===== src/rtl/pt5_pkg.sv =====
// Shared constants, state type and trit helper for the PT-5 trit feeder.
// The feeder unpacks base-3 offset-coded bytes into 2-bit lane trits.
package pt5_pkg;

  localparam logic [1:0] TRIT_ZERO = 2'b00;
  localparam logic [1:0] TRIT_POS  = 2'b01;
  localparam logic [1:0] TRIT_NEG  = 2'b10;

  localparam logic [7:0] PT5_MAX        = 8'd242;
  // Five digits of 1 (11111 in base 3): every trit decodes to zero.
  localparam logic [7:0] PT5_ZERO_BYTE  = 8'd121;
  localparam int         TRITS_PER_BYTE = 5;

  typedef enum logic {
    IDLE  = 1'b0,
    SHIFT = 1'b1
  } state_t;

  function automatic logic [1:0] digit_to_trit(input logic [1:0] d);
    case (d)
      2'd0:    return TRIT_NEG;
      2'd1:    return TRIT_ZERO;
      2'd2:    return TRIT_POS;
      default: return TRIT_ZERO;
    endcase
  endfunction

endpackage


===== src/rtl/pt5_divmod3.sv =====
// Combinational divide-by-3 and modulo-3 of an 8-bit operand.
// One instance per operand stream peels off the least significant base-3 digit.
module pt5_divmod3 (
  input  logic [7:0] a,
  output logic [7:0] q,
  output logic [1:0] r
);

  assign q = a / 8'd3;
  assign r = 2'(a % 8'd3);

endmodule


===== src/rtl/pt5_trit_feeder.sv =====
// Accepts PT-5 weight/input byte pairs and issues one trit pair per cycle to a lane.
// state | meaning
// IDLE  | no byte pair held; s_ready high, outputs hold last trits
// SHIFT | issuing trits of the held pair, LSD first, one per unstalled edge
module pt5_trit_feeder
  import pt5_pkg::*;
#(
  parameter int CNT_W          = 32,
  parameter int TRITS_PER_BYTE = 5
) (
  input  logic             clk,
  input  logic             reset,
  input  logic             s_valid,
  output logic             s_ready,
  input  logic [7:0]       s_weight_byte,
  input  logic [7:0]       s_input_byte,
  input  logic             s_last,
  input  logic [2:0]       s_tail_trits,
  input  logic             stall,
  output logic [1:0]       weight,
  output logic [1:0]       trit_in,
  output logic             enable,
  output logic             frame_done,
  output logic             decode_err,
  output logic [CNT_W-1:0] trit_count,
  output logic [CNT_W-1:0] err_count
);

  state_t     state, state_next;
  logic [7:0] w_rem, x_rem, w_div, x_div;
  logic [1:0] w_mod, x_mod;
  logic [2:0] idx, n_q, tail_n;
  logic       last_q;
  logic       issue, final_trit, accept, w_bad, x_bad;

  pt5_divmod3 u_div_w (.a(w_rem), .q(w_div), .r(w_mod));
  pt5_divmod3 u_div_x (.a(x_rem), .q(x_div), .r(x_mod));

  assign w_bad      = s_weight_byte > PT5_MAX;
  assign x_bad      = s_input_byte > PT5_MAX;
  assign final_trit = (idx == n_q - 3'd1);
  assign issue      = (state == SHIFT) && !stall;
  // Ready on the final trit lets the next pair load with no bubble.
  assign s_ready    = (state == IDLE) || (issue && final_trit);
  assign accept     = s_valid && s_ready;

  always_comb begin
    tail_n = 3'(TRITS_PER_BYTE);
    if (s_last && (s_tail_trits >= 3'd1) && (s_tail_trits <= 3'(TRITS_PER_BYTE)))
      tail_n = s_tail_trits;
  end

  always_comb begin
    state_next = state;
    case (state)
      IDLE:    if (accept) state_next = SHIFT;
      SHIFT:   if (issue && final_trit && !accept) state_next = IDLE;
      default: state_next = IDLE;
    endcase
  end

  always_ff @(posedge clk or posedge reset) begin
    if (reset) state <= IDLE;
    else       state <= state_next;
  end

  always_ff @(posedge clk or posedge reset) begin
    if (reset) begin
      w_rem      <= '0;
      x_rem      <= '0;
      idx        <= '0;
      n_q        <= '0;
      last_q     <= 1'b0;
      weight     <= TRIT_ZERO;
      trit_in    <= TRIT_ZERO;
      enable     <= 1'b0;
      frame_done <= 1'b0;
      decode_err <= 1'b0;
      trit_count <= '0;
      err_count  <= '0;
    end else begin
      enable     <= 1'b0;
      frame_done <= 1'b0;
      if (issue) begin
        weight     <= digit_to_trit(w_mod);
        trit_in    <= digit_to_trit(x_mod);
        enable     <= 1'b1;
        w_rem      <= w_div;
        x_rem      <= x_div;
        idx        <= idx + 3'd1;
        trit_count <= trit_count + CNT_W'(1);
        if (final_trit) frame_done <= last_q;
      end
      // A load in the same edge as the final trit overrides the shift update.
      if (accept) begin
        w_rem  <= w_bad ? PT5_ZERO_BYTE : s_weight_byte;
        x_rem  <= x_bad ? PT5_ZERO_BYTE : s_input_byte;
        n_q    <= tail_n;
        last_q <= s_last;
        idx    <= '0;
        if (w_bad || x_bad) begin
          decode_err <= 1'b1;
          err_count  <= err_count + CNT_W'(1);
        end
      end
    end
  end

endmodule

===== config.mk =====
export PLATFORM = sky130hd
export DESIGN_NAME = pt5_trit_feeder
export DESIGN_NICKNAME = d
export VERILOG_FILES = /design/src/rtl/pt5_pkg.sv /design/src/rtl/pt5_divmod3.sv /design/src/rtl/pt5_trit_feeder.sv
export SDC_FILE = /design/constraint.sdc
export NUM_CORES = 1
export LEC_CHECK = 0
export ABC_AREA = 1
export CELL_PAD_IN_SITES_DETAIL_PLACEMENT = 1
export CELL_PAD_IN_SITES_GLOBAL_PLACEMENT = 2
export CORE_MARGIN = 2
export CORE_UTILIZATION = 33
export CTS_BUF_LIST = sky130_fd_sc_hd__clkbuf_2 sky130_fd_sc_hd__clkbuf_4 sky130_fd_sc_hd__clkbuf_8
export DETAILED_ROUTE_END_ITERATION = 7
export PLACE_DENSITY_LB_ADDON = 0.08
export RECOVER_POWER = 50
export SYNTH_ARGS = -nofsm -noshare
export SYNTH_HDL_FRONTEND = slang
export SYNTH_HIERARCHICAL = 1
export SYNTH_SLANG_ARGS = --single-unit

===== constraint.sdc =====
create_clock -name clk -period 5.95 [get_ports clk]
set_clock_uncertainty 0.1 [all_clocks]
set_input_delay 1.19 -clock clk [delete_from_list [all_inputs] [get_ports clk]]
set_output_delay 1.19 -clock clk [all_outputs]
set_load 0.02 [all_outputs]

[Word level (Yosys, flattened, before mapping)]
Cells that the tools add are included.
Operators by class
  mux-type cells: 17
  $lt $le $gt $ge: 4
  reduce and logical (&&, ||, !) cells: 14
  add/sub/neg operators: 4
  divide/modulo/power cells: 4
  $mul: 0
  shift-type cells: 0
  equality and inequality tests: 3
  bitwise operators: 1
Operators with widths (count)
  $add A32 B1 Y32 const B: 2
  $mux W8: 6
  $div A8 B2 Y8 const B: 2
  $gt A8 B8 Y1 const B: 2
  $mod A8 B2 Y8 const B: 2
  $mux W3: 3
  $pmux W2 S2: 2
  $logic_and A1 B1 Y1: 6
  $mux W1: 5
  $eq A2 B2 Y1 const B: 2
  $logic_not A2 Y1: 2
  $add A3 B1 Y3 const B: 1
  $eq A3 B3 Y1: 1
  $ge A3 B1 Y1 const B: 1
  $le A3 B3 Y1 const B: 1
  $sub A3 B1 Y3 const B: 1
  $logic_not A1 Y1: 2
  $logic_or A1 B1 Y1: 2
  $pmux W1 S2: 1
  $reduce_and A2 Y1: 1
  $reduce_bool A2 Y1: 1
  $not A1 Y1: 1
Word-level totals
  memories: 0
  ROM bits: 0
  latch bits: 0
  memory bits (writable): 0
  word-level logic and storage cells: 60
  bits in registers: 95
  input bits: 24

[Depth between registers and ports, before layout]
  depth after elaboration: 9
  depth in mapped cells: 28
  depth with buffers taken out: 28

[Modules after synthesis]
The synthesis kept the hierarchy.
Modules (own cells, without submodules)
  pt5_trit_feeder: cells an instance 808, sequential area each 2377.3 um2, area each 5627.9 um2, times used 1
  pt5_divmod3: cells an instance 87, sequential area each 0.0 um2, area each 436.7 um2, times used 2

[Worst setup path after synthesis]
Ideal clock, no wire load.
  path kind: input-to-output
  start point: input stall
  end point: output s_ready
  slack: 2767 ps
  arrival time: 1893 ps
  required time: 4660 ps
  stages: 6
  path through: nor2_4 o21ai_1 nor2_2 nand2_2 nand2_4 buf_2
On the way
  word-level cells in the longest chain between the ends: 4
RTL lines
  start: declaration: RTL line pt5_trit_feeder.sv:19  | input logic stall,
  $logic_not A1 Y1: RTL line pt5_trit_feeder.sv:42  | assign issue = (state == SHIFT) && !stall;
  $logic_and A1 B1 Y1: RTL line pt5_trit_feeder.sv:42
  $logic_and A1 B1 Y1: RTL line pt5_trit_feeder.sv:44  | assign s_ready = (state == IDLE) || (issue && final_trit);
  $logic_or A1 B1 Y1: RTL line pt5_trit_feeder.sv:44
  end: declaration: RTL line pt5_trit_feeder.sv:14  | output logic s_ready,
No other way between the ends.

[Worst setup path after layout]
Ends and elaborated chain as after synthesis.

==> results.md <==
- Status: finished with violations
- Failing checks: max-capacitance violations, max-slew violations
- Final HPWL DP: 14,100 um
- Die Wd: 144 um
- Largest net degree at the start of global routing: 68
- YS warnings: 6
- Syn avg cell area: 6.62 um^2
- DRT antenna net count: 0
- Cells after Synth: 982
- First-pass GRT wire length: 31,200 um
- Final setup viols: 0
- DIE AREA: 20,800 um^2
- Tmin final: 5.10 ns
- Fin. max-slew vios: 68
- Wire length per cell: 14.1 um
- VDD IR-drop max: 171 uV
- Post-Place Cell Area: 7680 um^2
- Cts bufs inserted: 9
- Initial antenna violation count: 0
- Post-CTS sizing: 0
- Max stage delay on crit path: 0.74 ns
- Die H: 144 um
- Max_slew headroom: -113%
- Post-CTS Setup Bufs: 0
- Mapped Area: 6500 um^2
- Placed insts: 1,321
- Clock share of power: 14.8%
- CTS H-tree lvls: 3
- Routed vias/inst: 4.67
- Hold Path Class: flop to flop
- #FFs+latches synth: 95
- Setup CP Type: input port to primary output
- Crit-path cells: dlygate4sd3_1 -> nor2_4 -> buf_4 -> o21ai_0 -> nor2_2 -> nand2_2 -> nand2_1 -> clkdlybuf4s50_1
- Clk slew on worst S/H paths: 0.09 ns
- Gr ovfl total: 0
- MaxCap Viol Count: 1
- Placeable core region: 19,400 um^2
- Fin area: 7850 um^2
- Skew-Pair Late Insertion Delay: 0.38 ns
- RSZ-0062 raised after global routing: no
- Non-Filler Instances: 1,335
- Switch Pwr: 1.43 mW
- Distinct cells, synth: 32
- Clock sink count: 95
- Cell-internal power: 1.60 mW
- All-Layer GR Usage: 18.8%
- Mapped Nets: 1,014
- PwrDens: 385 nW/um^2
- Detailed router's first-iteration violation count: 255
- Layout cells sized above 1: 6.07%
- NumNets Final: 1,099
- Leakage Power: 3.75 nW
- CTS tree: yes
- Setup TNS: 0 ns
- Maximum clock insertion buffer count: 2
- Slew @ Worst Pin: 3.18 ns
- Area growth, synth to finish: 20.8%
- Root Buffer: clkbuf_8
- CP required: 4.66 ns
- Power Total: 3.02 mW
- PortBufs: 95
- Max Clock Freq: 196 MHz
- Final WL: 18,800 um
- Fraction of the yosys area taken by sequential cells: 36.6%
- Setup crit start kind: input port
- Sequential share of power: 29.7%
- Worst Path Max Fanout: 21
- Worst setup EP type: primary output
- Diodes inserted: 0
- Routability cong.: 0.780
- Crit path DAT: 3.81 ns
- Hold Slack: 0.361 ns
- Vias: 6,228
- # hold bufs at CTS: 0
- Ports: 96
- Final Hold Viols: 0
- TritonRoute pass-1 iters: 4
- Vias in the first global route: 6,090
- # rows: 51
- Slowest CP cell: clkdlybuf4s50_1
- Final Cycle Share: 85.8%
- Initial Utilization: 33.5%
- FF-to-FF setup slack: 2.63 ns
- Post-route DRC: 0
- Logic pwr share: 55.5%
- Sw Share: 47.1%
registers in the layout, summed over array words and instances, names as in the netlist, 2 cells and up:
signal / count
err_count: 32
x_rem: 8
trit_in: 2
n_q: 3
w_rem: 8
trit_count: 32
weight: 2
idx: 3
through the flow:
stage	util, %	setup WS [ns]
2_1_floorplan	-	2.18
3_3_place_gp	39.6	1.42
3_5_place_dp	39.6	1.40
4_1_cts	40.6	1.40
5_1_grt	40.5	0.702
6_report	40.5	0.846
cell families after synthesis:
| logic type | share of synthesized area, % |
|---|---|
| other | 0.116 |
| buffers and inverters | 8.81 |
| XOR/XNOR | 5.12 |
| adder cells (fa/ha/maj) | 1.54 |
| flip-flops | 36.6 |
| AND/OR/NAND/NOR | 42.9 |
| AO/OA/AOI/OAI | 4.91 |
worst max-delay path: cells and delay by family:
kind                   cells  cell delay, ns
AO/OA/AOI/OAI              1            0.15
AND/OR/NAND/NOR            4            0.88
buffers and inverters      3            1.57
per-layer routing:
layer / wire [um] / GRT usage, % / vias to the layer above
li1: - / - / 3225
met1: 9760 / 27.1 / 2916
met2: 8440 / 30.3 / 77
met3: 515 / 2.55 / 10
met4: 115 / 3.22 / 0
met5: 0 / 0 / -
Yosys cell counts:
| cell type | n | area share [%] |
|---|---|---|
| a21oi_1 | 6 | 0.46 |
| a21oi_2 | 2 | 0.27 |
| a21oi_4 | 1 | 0.25 |
| buf_2 | 11 | 0.85 |
| buf_4 | 4 | 0.46 |
| buf_6 | 2 | 0.35 |
| clkbuf_1 | 9 | 0.52 |
| clkinv_1 | 2 | 0.12 |
| conb_1 | 2 | 0.12 |
| dfrtp_1 | 95 | 37 |
| ha_1 | 8 | 1.5 |
| inv_1 | 109 | 6.3 |
| inv_2 | 4 | 0.23 |
| nand2_1 | 369 | 21 |
| nand2_2 | 14 | 1.3 |
| nand2_4 | 1 | 0.17 |
| nand3_1 | 106 | 8.2 |
| nand3_2 | 11 | 1.7 |
| nand3b_1 | 10 | 1.2 |
| nand4_1 | 6 | 0.58 |
| nor2_1 | 117 | 6.8 |
| nor2_2 | 8 | 0.77 |
| nor2_4 | 2 | 0.35 |
| nor3_1 | 6 | 0.46 |
| o211ai_1 | 16 | 1.8 |
| o21ai_0 | 4 | 0.31 |
| o21ai_1 | 8 | 0.62 |
| o21ai_2 | 6 | 0.81 |
| o31ai_1 | 3 | 0.35 |
| or2_2 | 2 | 0.19 |
| xnor2_1 | 15 | 2.0 |
| xor2_1 | 23 | 3.1 |
cells in the final DEF, fill, tap and decap left out, drive strengths merged:
| cell type | count |
|---|---|
| a21oi | 9 |
| buf | 5 |
| bufinv | 1 |
| clkbuf | 11 |
| clkdlybuf4s50 | 85 |
| clkinv | 4 |
| clkinvlp | 1 |
| conb | 2 |
| dfrtp | 95 |
| dlygate4sd3 | 10 |
| ha | 8 |
| inv | 112 |
| nand2 | 384 |
| nand3 | 117 |
| nand3b | 10 |
| nand4 | 6 |
| nor2 | 127 |
| nor3 | 6 |
| o211ai | 16 |
| o21ai | 18 |
| o31ai | 3 |
| or2 | 2 |
| xnor2 | 15 |
| xor2 | 23 |
power by group through the flow:
stage / Clock (mW) / Sequential (mW) / Combinational [mW]
floorplan: 0 / 0.923 / 1.29
global placement: 0 / 0.910 / 1.67
detailed placement: 0 / 0.914 / 1.71
CTS: 0.468 / 0.903 / 1.71
global route: 0.487 / 0.921 / 1.94
finish: 0.447 / 0.899 / 1.68
cell type report:
| class | instances | area, um^2 |
|---|---|---|
| clock inverter | 3 | 43.8 |
| multi-input combinational | 746 | 3530 |
| timing repair buffer | 100 | 988 |
| tap | 265 | 332 |
| fill | 2565 | 11500 |
| clock buffer | 11 | 151 |
| sequential | 95 | 2380 |
| inverter | 115 | 433 |
final timing paths:
check | from | endpoint | depth (start not counted)
min in group asynchronous | reset | err_count[4] | 2
min reg2reg | decode_err | decode_err | 2
max reg2reg | w_rem[7] | weight[0] | 27
min | decode_err | decode_err | 2
max | stall | s_ready | 8
max in group asynchronous | reset | trit_count[0] | 3
Power figures use the tool's default switching activity.
